<file path="config.mk">
export PLATFORM = sky130hd
export DESIGN_NAME = multicycle_control_unit
export DESIGN_NICKNAME = d
export VERILOG_FILES = /design/src/rtl/multicycle_control_unit_pkg.sv /design/src/rtl/mcu_opcode_classifier.sv /design/src/rtl/multicycle_control_unit.sv
export SDC_FILE = /design/constraint.sdc
export NUM_CORES = 1
export LEC_CHECK = 0
export CELL_PAD_IN_SITES_DETAIL_PLACEMENT = 1
export CELL_PAD_IN_SITES_GLOBAL_PLACEMENT = 2
export CORE_UTILIZATION = 27
export DETAILED_ROUTE_END_ITERATION = 10
export PLACE_DENSITY = 0.88
export SLEW_MARGIN = 20
export SYNTH_ARGS = -nofsm -noshare
export SYNTH_HDL_FRONTEND = slang
export SYNTH_SLANG_ARGS = --single-unit
</file>
<file path="constraint.sdc">
create_clock -name clk -period 2.5 [get_ports clk]
set_clock_uncertainty 0.2 [all_clocks]
set_input_delay 0.375 -clock clk [delete_from_list [all_inputs] [get_ports clk]]
set_output_delay 0.375 -clock clk [all_outputs]
set_load 0.01 [all_outputs]
</file>
<file path="src/rtl/multicycle_control_unit_pkg.sv">
// Shared encodings for the multi-cycle RISC-V control unit: opcodes, FSM states,
// instruction classes and datapath mux/ALU/writeback selects.
package multicycle_control_unit_pkg;

    localparam logic [6:0] OpcR   = 7'b0110011;
    localparam logic [6:0] OpcI   = 7'b0010011;
    localparam logic [6:0] OpcL   = 7'b0000011;
    localparam logic [6:0] OpcS   = 7'b0100011;
    localparam logic [6:0] OpcB   = 7'b1100011;
    localparam logic [6:0] OpcJal = 7'b1101111;
    localparam logic [6:0] OpcLui = 7'b0110111;

    typedef enum logic [2:0] {
        StFetch  = 3'b000,
        StDecode = 3'b001,
        StExec   = 3'b010,
        StMem    = 3'b011,
        StWb     = 3'b100,
        StTrap   = 3'b101
    } state_e;

    typedef enum logic [2:0] {
        ClsR   = 3'd0,
        ClsI   = 3'd1,
        ClsL   = 3'd2,
        ClsS   = 3'd3,
        ClsB   = 3'd4,
        ClsJal = 3'd5,
        ClsLui = 3'd6,
        ClsBad = 3'd7
    } instr_class_e;

    localparam logic [1:0] SrcAPc    = 2'b00;
    localparam logic [1:0] SrcARs1   = 2'b01;
    localparam logic [1:0] SrcAOldPc = 2'b10;
    localparam logic [1:0] SrcAZero  = 2'b11;

    localparam logic [1:0] SrcBRs2  = 2'b00;
    localparam logic [1:0] SrcBFour = 2'b01;
    localparam logic [1:0] SrcBImm  = 2'b10;

    localparam logic [1:0] AluAdd   = 2'b00;
    localparam logic [1:0] AluSub   = 2'b01;
    localparam logic [1:0] AluFunct = 2'b10;

    localparam logic [1:0] WbAluOut = 2'b00;
    localparam logic [1:0] WbMdr    = 2'b01;
    localparam logic [1:0] WbPc     = 2'b10;

endpackage

</file>
<file path="src/rtl/mcu_opcode_classifier.sv">
// Combinational opcode classifier; disabled JAL/LUI fall into the illegal class.
module mcu_opcode_classifier
    import multicycle_control_unit_pkg::*;
#(
    parameter bit ENABLE_JAL = 1'b1,
    parameter bit ENABLE_LUI = 1'b1
) (
    input  logic [6:0]   opcode,
    output instr_class_e cls
);

    always_comb begin
        cls = ClsBad;
        case (opcode)
            OpcR:    cls = ClsR;
            OpcI:    cls = ClsI;
            OpcL:    cls = ClsL;
            OpcS:    cls = ClsS;
            OpcB:    cls = ClsB;
            OpcJal:  cls = ENABLE_JAL ? ClsJal : ClsBad;
            OpcLui:  cls = ENABLE_LUI ? ClsLui : ClsBad;
            default: cls = ClsBad;
        endcase
    end

endmodule

</file>
<file path="src/rtl/multicycle_control_unit.sv">
// Multi-cycle main control FSM: FETCH/DECODE/EXEC/MEM/WB sequencing with a shared
// memory handshake, illegal-opcode and memory-wait-timeout traps.
module multicycle_control_unit
    import multicycle_control_unit_pkg::*;
#(
    parameter bit          ENABLE_JAL  = 1'b1,
    parameter bit          ENABLE_LUI  = 1'b1,
    parameter int unsigned MEM_TIMEOUT = 16,
    parameter int unsigned TO_W        = 5
) (
    input  logic       clk,
    input  logic       rst,
    input  logic [6:0] opcode,
    input  logic       mem_ready,
    input  logic       branch_taken,
    output logic       mem_req,
    output logic       mem_we,
    output logic       i_or_d,
    output logic       ir_write,
    output logic       pc_write,
    output logic       pc_src,
    output logic [1:0] alu_src_a,
    output logic [1:0] alu_src_b,
    output logic [1:0] alu_op,
    output logic       reg_write,
    output logic [1:0] mem_to_reg,
    output logic       instr_done,
    output logic       illegal,
    output logic       timeout,
    output logic [2:0] state_o
);

    // Count value seen on the last permitted waiting cycle.
    localparam logic [TO_W-1:0] WaitLast = TO_W'(MEM_TIMEOUT - 1);

    state_e          state_q, state_d;
    instr_class_e    cls_q, cls_d, dec_cls;
    logic [TO_W-1:0] wait_q, wait_d;
    logic            illegal_q, illegal_d;
    logic            timeout_q, timeout_d;
    logic            wait_expired;

    mcu_opcode_classifier #(
        .ENABLE_JAL(ENABLE_JAL),
        .ENABLE_LUI(ENABLE_LUI)
    ) u_classifier (
        .opcode(opcode),
        .cls   (dec_cls)
    );

    // A late mem_ready on the final allowed cycle still wins over the trap.
    assign wait_expired = (MEM_TIMEOUT != 0) && !mem_ready && (wait_q == WaitLast);

    always_ff @(posedge clk or posedge rst) begin
        if (rst) begin
            state_q   <= StFetch;
            cls_q     <= ClsR;
            wait_q    <= '0;
            illegal_q <= 1'b0;
            timeout_q <= 1'b0;
        end else begin
            state_q   <= state_d;
            cls_q     <= cls_d;
            wait_q    <= wait_d;
            illegal_q <= illegal_d;
            timeout_q <= timeout_d;
        end
    end

    always_comb begin
        state_d   = state_q;
        cls_d     = cls_q;
        wait_d    = '0;
        illegal_d = illegal_q;
        timeout_d = timeout_q;
        case (state_q)
            StFetch, StMem: begin
                if (mem_ready) begin
                    if (state_q == StFetch) begin
                        state_d = StDecode;
                    end else begin
                        state_d = (cls_q == ClsS) ? StFetch : StWb;
                    end
                end else if (wait_expired) begin
                    state_d   = StTrap;
                    timeout_d = 1'b1;
                end else begin
                    wait_d = wait_q + TO_W'(1);
                end
            end
            StDecode: begin
                cls_d = dec_cls;
                if (dec_cls == ClsBad) begin
                    state_d   = StTrap;
                    illegal_d = 1'b1;
                end else begin
                    state_d = StExec;
                end
            end
            StExec: begin
                case (cls_q)
                    ClsL, ClsS: state_d = StMem;
                    ClsB:       state_d = StFetch;
                    ClsBad:     state_d = StTrap;
                    default:    state_d = StWb;
                endcase
            end
            StWb:    state_d = StFetch;
            StTrap:  state_d = StTrap;
            default: state_d = StTrap;
        endcase
    end

    always_comb begin
        mem_req    = 1'b0;
        mem_we     = 1'b0;
        i_or_d     = 1'b0;
        ir_write   = 1'b0;
        pc_write   = 1'b0;
        pc_src     = 1'b0;
        alu_src_a  = SrcAPc;
        alu_src_b  = SrcBRs2;
        alu_op     = AluAdd;
        reg_write  = 1'b0;
        mem_to_reg = WbAluOut;
        instr_done = 1'b0;
        // Reset gates outputs directly so mem_req drops without waiting for a clock.
        if (!rst) begin
            case (state_q)
                StFetch: begin
                    mem_req   = 1'b1;
                    alu_src_b = SrcBFour;
                    ir_write  = mem_ready;
                    pc_write  = mem_ready;
                end
                StDecode: begin
                    alu_src_a = SrcAOldPc;
                    alu_src_b = SrcBImm;
                end
                StExec: begin
                    case (cls_q)
                        ClsR: begin
                            alu_src_a = SrcARs1;
                            alu_op    = AluFunct;
                        end
                        ClsI: begin
                            alu_src_a = SrcARs1;
                            alu_src_b = SrcBImm;
                            alu_op    = AluFunct;
                        end
                        ClsL, ClsS: begin
                            alu_src_a = SrcARs1;
                            alu_src_b = SrcBImm;
                        end
                        ClsB: begin
                            alu_src_a  = SrcARs1;
                            alu_op     = AluSub;
                            pc_src     = 1'b1;
                            pc_write   = branch_taken;
                            instr_done = 1'b1;
                        end
                        ClsJal: begin
                            pc_write = 1'b1;
                            pc_src   = 1'b1;
                        end
                        ClsLui: begin
                            alu_src_a = SrcAZero;
                            alu_src_b = SrcBImm;
                        end
                        default: ;
                    endcase
                end
                StMem: begin
                    mem_req    = 1'b1;
                    i_or_d     = 1'b1;
                    mem_we     = (cls_q == ClsS);
                    instr_done = mem_ready && (cls_q == ClsS);
                end
                StWb: begin
                    reg_write  = 1'b1;
                    instr_done = 1'b1;
                    if (cls_q == ClsL) begin
                        mem_to_reg = WbMdr;
                    end else if (cls_q == ClsJal) begin
                        mem_to_reg = WbPc;
                    end
                end
                default: ;
            endcase
        end
    end

    assign illegal = illegal_q;
    assign timeout = timeout_q;
    assign state_o = state_q;

endmodule

</file>
# == Word level (Yosys, flattened, before mapping) ==
# Index checks and enable logic that the tools add are counted.
# totals
elab_cells,84
ramBits,0
n_memories,0
romBits,0
latchBits,0
input_bits,11
ff_bits,13
# classes
div_mod_pow,0
bitwise_logic,1
mul,0
reduce_logical,13
eq_ne,21
add_sub_neg,1
shifts,0
n_mux,43
n_lt_le_gt_ge,0
# op_table
operator,n
"7-bit by 6-bit equality test with 1-bit output, second input constant",3
3-bit one-hot mux with 7 select lines,1
"3-bit equality test, second input constant",6
2-bit two-way mux,9
1-bit two-way mux,16
3-bit two-way mux,5
5-bit two-way mux,3
"7-bit equality test, second input constant",2
"3-bit by 2-bit equality test with 1-bit output, second input constant",4
2-bit one-hot mux with 2 select lines,3
3-bit one-hot mux with 4 select lines,1
3-bit one-hot mux with 3 select lines,1
2-bit OR reduction,4
"7-bit by 2-bit equality test with 1-bit output, second input constant",1
"7-bit by 5-bit equality test with 1-bit output, second input constant",1
"3-bit by 1-bit equality test with 1-bit output, second input constant",2
3-bit zero test,2
2-bit one-hot mux with 3 select lines,1
"5-bit by 1-bit adder with 5-bit output, second input constant",1
"5-bit by 4-bit equality test with 1-bit output, second input constant",1
5-bit OR reduction,1
1-bit one-hot mux with 2 select lines,2
4-bit OR reduction,1
"3-bit by 1-bit != test with 1-bit output, second input constant",1
6 further kinds,7

# == Logic depth before layout (Yosys ltp) ==
# depth
depth_word,5
mapped_depth,6

# == Cells and area by module ==
# A second synthesis with hierarchy kept.
# unflattened
hier_cells,117
hier_area_um2,929.6
# modules_own_cells
mod,cells_per_inst,instances,area_per_inst_um2,seq_area_each_um2
multicycle_control_unit,104,1,850.8,325.3
mcu_opcode_classifier,13,1,78.8,0.0

# == Worst setup path before layout ==
# No wires, ideal clock.
# synth_path
path_kind,reg-to-output
from,"register state_q[2], in the netlist state_o[2]"
to,output mem_we
slack_ns,0.522
n_path_buf,2
arrival_time_ns,1.403
stages_incl_launch_ff,5
path_cell_list,dfrtp_1 clkbuf_1 clkbuf_1 nor3_1 and3_1
# synth_via
elab_chain_len,3
# synth_lines
element,line,source
start: declaration,multicycle_control_unit.sv:36,"state_e state_q, state_d;"
start signal: assignment,multicycle_control_unit.sv:56,state_q <= StFetch;
start signal: assignment,multicycle_control_unit.sv:62,state_q <= state_d;
3-bit by 2-bit equality test with 1-bit output,multicycle_control_unit.sv:129,case (state_q)
1-bit two-way mux,multicycle_control_unit.sv:129,
1-bit two-way mux,multicycle_control_unit.sv:128,if (!rst) begin
end: declaration,multicycle_control_unit.sv:17,"output logic mem_we,"
# No other way between the ends.

# == Worst setup path in the final report ==
# layout_path
from,input rst
to,output i_or_d
# layout_via
elab_chain_len,1
# layout_lines
element,line,source
start: declaration,multicycle_control_unit.sv:12,"input logic rst,"
1-bit two-way mux,multicycle_control_unit.sv:128,
end: declaration,multicycle_control_unit.sv:18,"output logic i_or_d,"
# No other way between the ends.

==> flow_metrics.py <==
metrics = {
    "yosys": {
        "yosysSeqAreaShare": 0.343,
        "synthDistinctLibCells": 42,
        "syn_area_per_cell_um2": 8.19,
        "synth_edf_count": 0,
        "synth_seq_cells": 13,
        "synth_warnings": 0,
        "synth_async_sr_flop_share": 1.00,
        "synthCells": 116,
        "synth_top_flop_cell": "dfrtp_1",
        "synth.net_count": 128,
        "synth_area_um2": 950,
    },
    "clock_tree": {
        "cts_hold_buf": 0,
        "cts-root-buf": "clkbuf_4",
        "cts.sinks": 13,
        "htreeDepth": 1,
        "clk_pin_slew_worst_paths_ns": 0.09,
        "cts_tree": "built",
        "cts_buffer_depth": 2,
        "clk-insertion-delay-late_ns": 0.27,
        "numCtsBuffers": 3,
    },
    "power": {
        "power_mw": 0.785,
        "p_leak_nw": 0.781,
        "pwr_density_cell_nw_per_um2": 528,
        "ir_worst_vdd_uv": 181,
    },
    "die": {
        "die_area_um2": 3760,
        "placementRows": 21,
        "coreArea_um2": 3360,
        "die_y_um": 61.3,
        "die_w_um": 61.3,
        "initial_core_util": 0.282,
        "ios": 32,
    },
    "critical_path": {
        "worstSetupStartpointType": "primary input",
        "crit_arrival_ns": 1.80,
        "crit_path_end_kind": "primary output",
        "required_ns": 1.92,
        "endpoint": "i_or_d",
        "worst-r2r-cell-count": 5,
        "r2r-start": "state_o[1]$_DFFE_PP0P_",
        "crit_path_start": "rst",
        "crit_type": "primary input to primary output",
        "reg2reg_to": "state_o[0]$_DFFE_PP0P_",
        "critPathMaxFanout": 8,
        "reg2reg_slack_ns": 0.60,
    },
    "timing": {
        "rsz0062_at_grt": "false",
        "slew_viol_final": 0,
        "relSlewSlack": 0.677,
        "fmax_mhz": 421,
        "setup_viol_count_final": 0,
        "tightest_slew_ns": 0.480,
        "period_needed_ns": 2.37,
        "finalCritPeriodShare": 0.950,
        "tns_ns": 0,
        "finalHoldViolCount": 0,
    },
    "placed_design": {
        "port_buffers": 31,
        "placed_cells": 197,
        "place_congestion": 0.763,
        "place_area_um2": 1370,
        "place_hpwl_um": 2120,
    },
    "grt": {
        "antenna_found_initial": 0,
        "overflow": 0,
        "grt_pass1_wl_um": 4480,
        "grt_pass1_vias": 1026,
        "grt_max_degree": 14,
        "globalRouteTotalUtil": 0.160,
    },
    "finish": {
        "final_area_um2": 1490,
        "area_growth_pct": 56.7,
        "nets": 173,
        "layout_common_cells": "nor2_1, clkdlybuf4s50_1, buf_4, dlymetal6s2s_1",
        "fin_cells": 206,
        "drive_above_1_share": 0.231,
        "diodes": 0,
        "layout_commonest_cell": "nor2_1",
    },
    "route": {
        "ant_nets": 0,
        "finalWirelength_um": 2770,
        "drt-vias-per-instance": 4.90,
        "drcViolationCount": 0,
        "num_vias": 1010,
        "routedWlPerCell_um": 13.4,
        "initialDrtViolationCount": 24,
        "first_pass_iters": 2,
    },
    "min_path": {
        "hold_class": "flop to flop",
    },
    "status": {
        "outcome": "completed",
    },
    "flow_run": {
        "cap_violations": 0,
    },
}
[worst max-delay path, cell delays in order]
cell,delay [ns]
clkdlybuf4s50_1,0.42
buf_4,0.17
nor3_2,0.17
buf_4,0.13
clkdlybuf4s50_1,0.53
[power breakdown]
group	internal (mW)	total (mW)	switching, mW
logic	0.193	0.376	0.183
clock network	0.0592	0.131	0.0720
registers	0.235	0.279	0.0432
[layout make-up]
cell class / instances / area (um2)
Multi-Input combinational cell: 91 / 587
Clock inverter: 1 / 5.00
Inverter: 5 / 18.8
Tap cell: 46 / 57.6
Sequential cell: 13 / 330
Timing Repair Buffer: 47 / 467
Fill cell: 431 / 1880
Clock buffer: 3 / 22.5
[metal layers]
metal	track usage	vias up	wire (um)
met5	0	-	0
met4	0.0390	0	19
met3	0.0147	2	77
met2	0.303	18	1450
met1	0.193	489	1210
li1	-	501	-
[synthesized netlist by cell type (2+ instances only)]
library cell  number  area (um2)
a21o_1             2        15.0
a21oi_1            5        25.0
a31oi_1            4        25.0
and2_1             2        12.5
and3_1             2        12.5
buf_2              2        10.0
clkbuf_1           4        15.0
dfrtp_1           13         325
inv_1              5        18.8
nand2_1            7        26.3
nand2b_1           3        18.8
nand3_1            2        10.0
nor2_1            18        67.6
nor2b_1            3        18.8
nor3_1            10        50.1
nor4_1             4        25.0
o21ai_0            3        15.0
or3_1              2        12.5
xor2_1             2        17.5
[sequential cells by signal, summed over array words and instances, names as in the netlist]
register	cells
wait_q	5
cls_q	3
state_o	3
illegal	1
timeout	1
[logic make-up (layout without fill, tap and decap cells)]
| family | Yosys count | count (layout) | synth area share |
|---|---|---|---|
| adder cells (fa/ha/maj) | 1 | 1 | 0.0132 |
| flip-flops | 13 | 13 | 0.343 |
| AO/OA/AOI/OAI | 24 | 24 | 0.194 |
| XOR/XNOR | 3 | 3 | 0.0277 |
| buffers and inverters | 12 | 56 | 0.0540 |
| AND/OR/NAND/NOR | 63 | 63 | 0.369 |
[repair_timing]
item | 4_1_cts | 5_1_grt
buffers inserted | 3 | 2
gates resized for setup | 11 | 12
setup endpoints to repair | 14 | 11
hold endpoints to repair | 0 | 0
[through the flow]
step | worst slack, ns | util | hold WS (ns)
finish | 0.126 | 0.442 | 0.271
global route | 0.0584 | 0.442 | 0.302
CTS | 0.0199 | 0.424 | 0.274
detailed placement | -0.00774 | 0.407 | 0.260
global placement | -0.00136 | 0.407 | 0.240
floorplan | 0.522 | - | 0.230
[worst min-delay path by stage]
stage	from	endpoint	slack, ns	cells after the start
final	wait_q[0]$_DFF_PP0_	wait_q[0]$_DFF_PP0_	0.27	1
after global routing	illegal$_DFFE_PP0P_	illegal$_DFFE_PP0P_	0.30	1
after CTS	wait_q[0]$_DFF_PP0_	wait_q[0]$_DFF_PP0_	0.27	1
after detailed placement	timeout$_DFFE_PP0P_	timeout$_DFFE_PP0P_	0.26	1
after global placement	wait_q[0]$_DFF_PP0_	wait_q[0]$_DFF_PP0_	0.24	1
after floorplan	wait_q[0]$_DFF_PP0_	wait_q[0]$_DFF_PP0_	0.23	1
(Power assumes the default switching activity.)
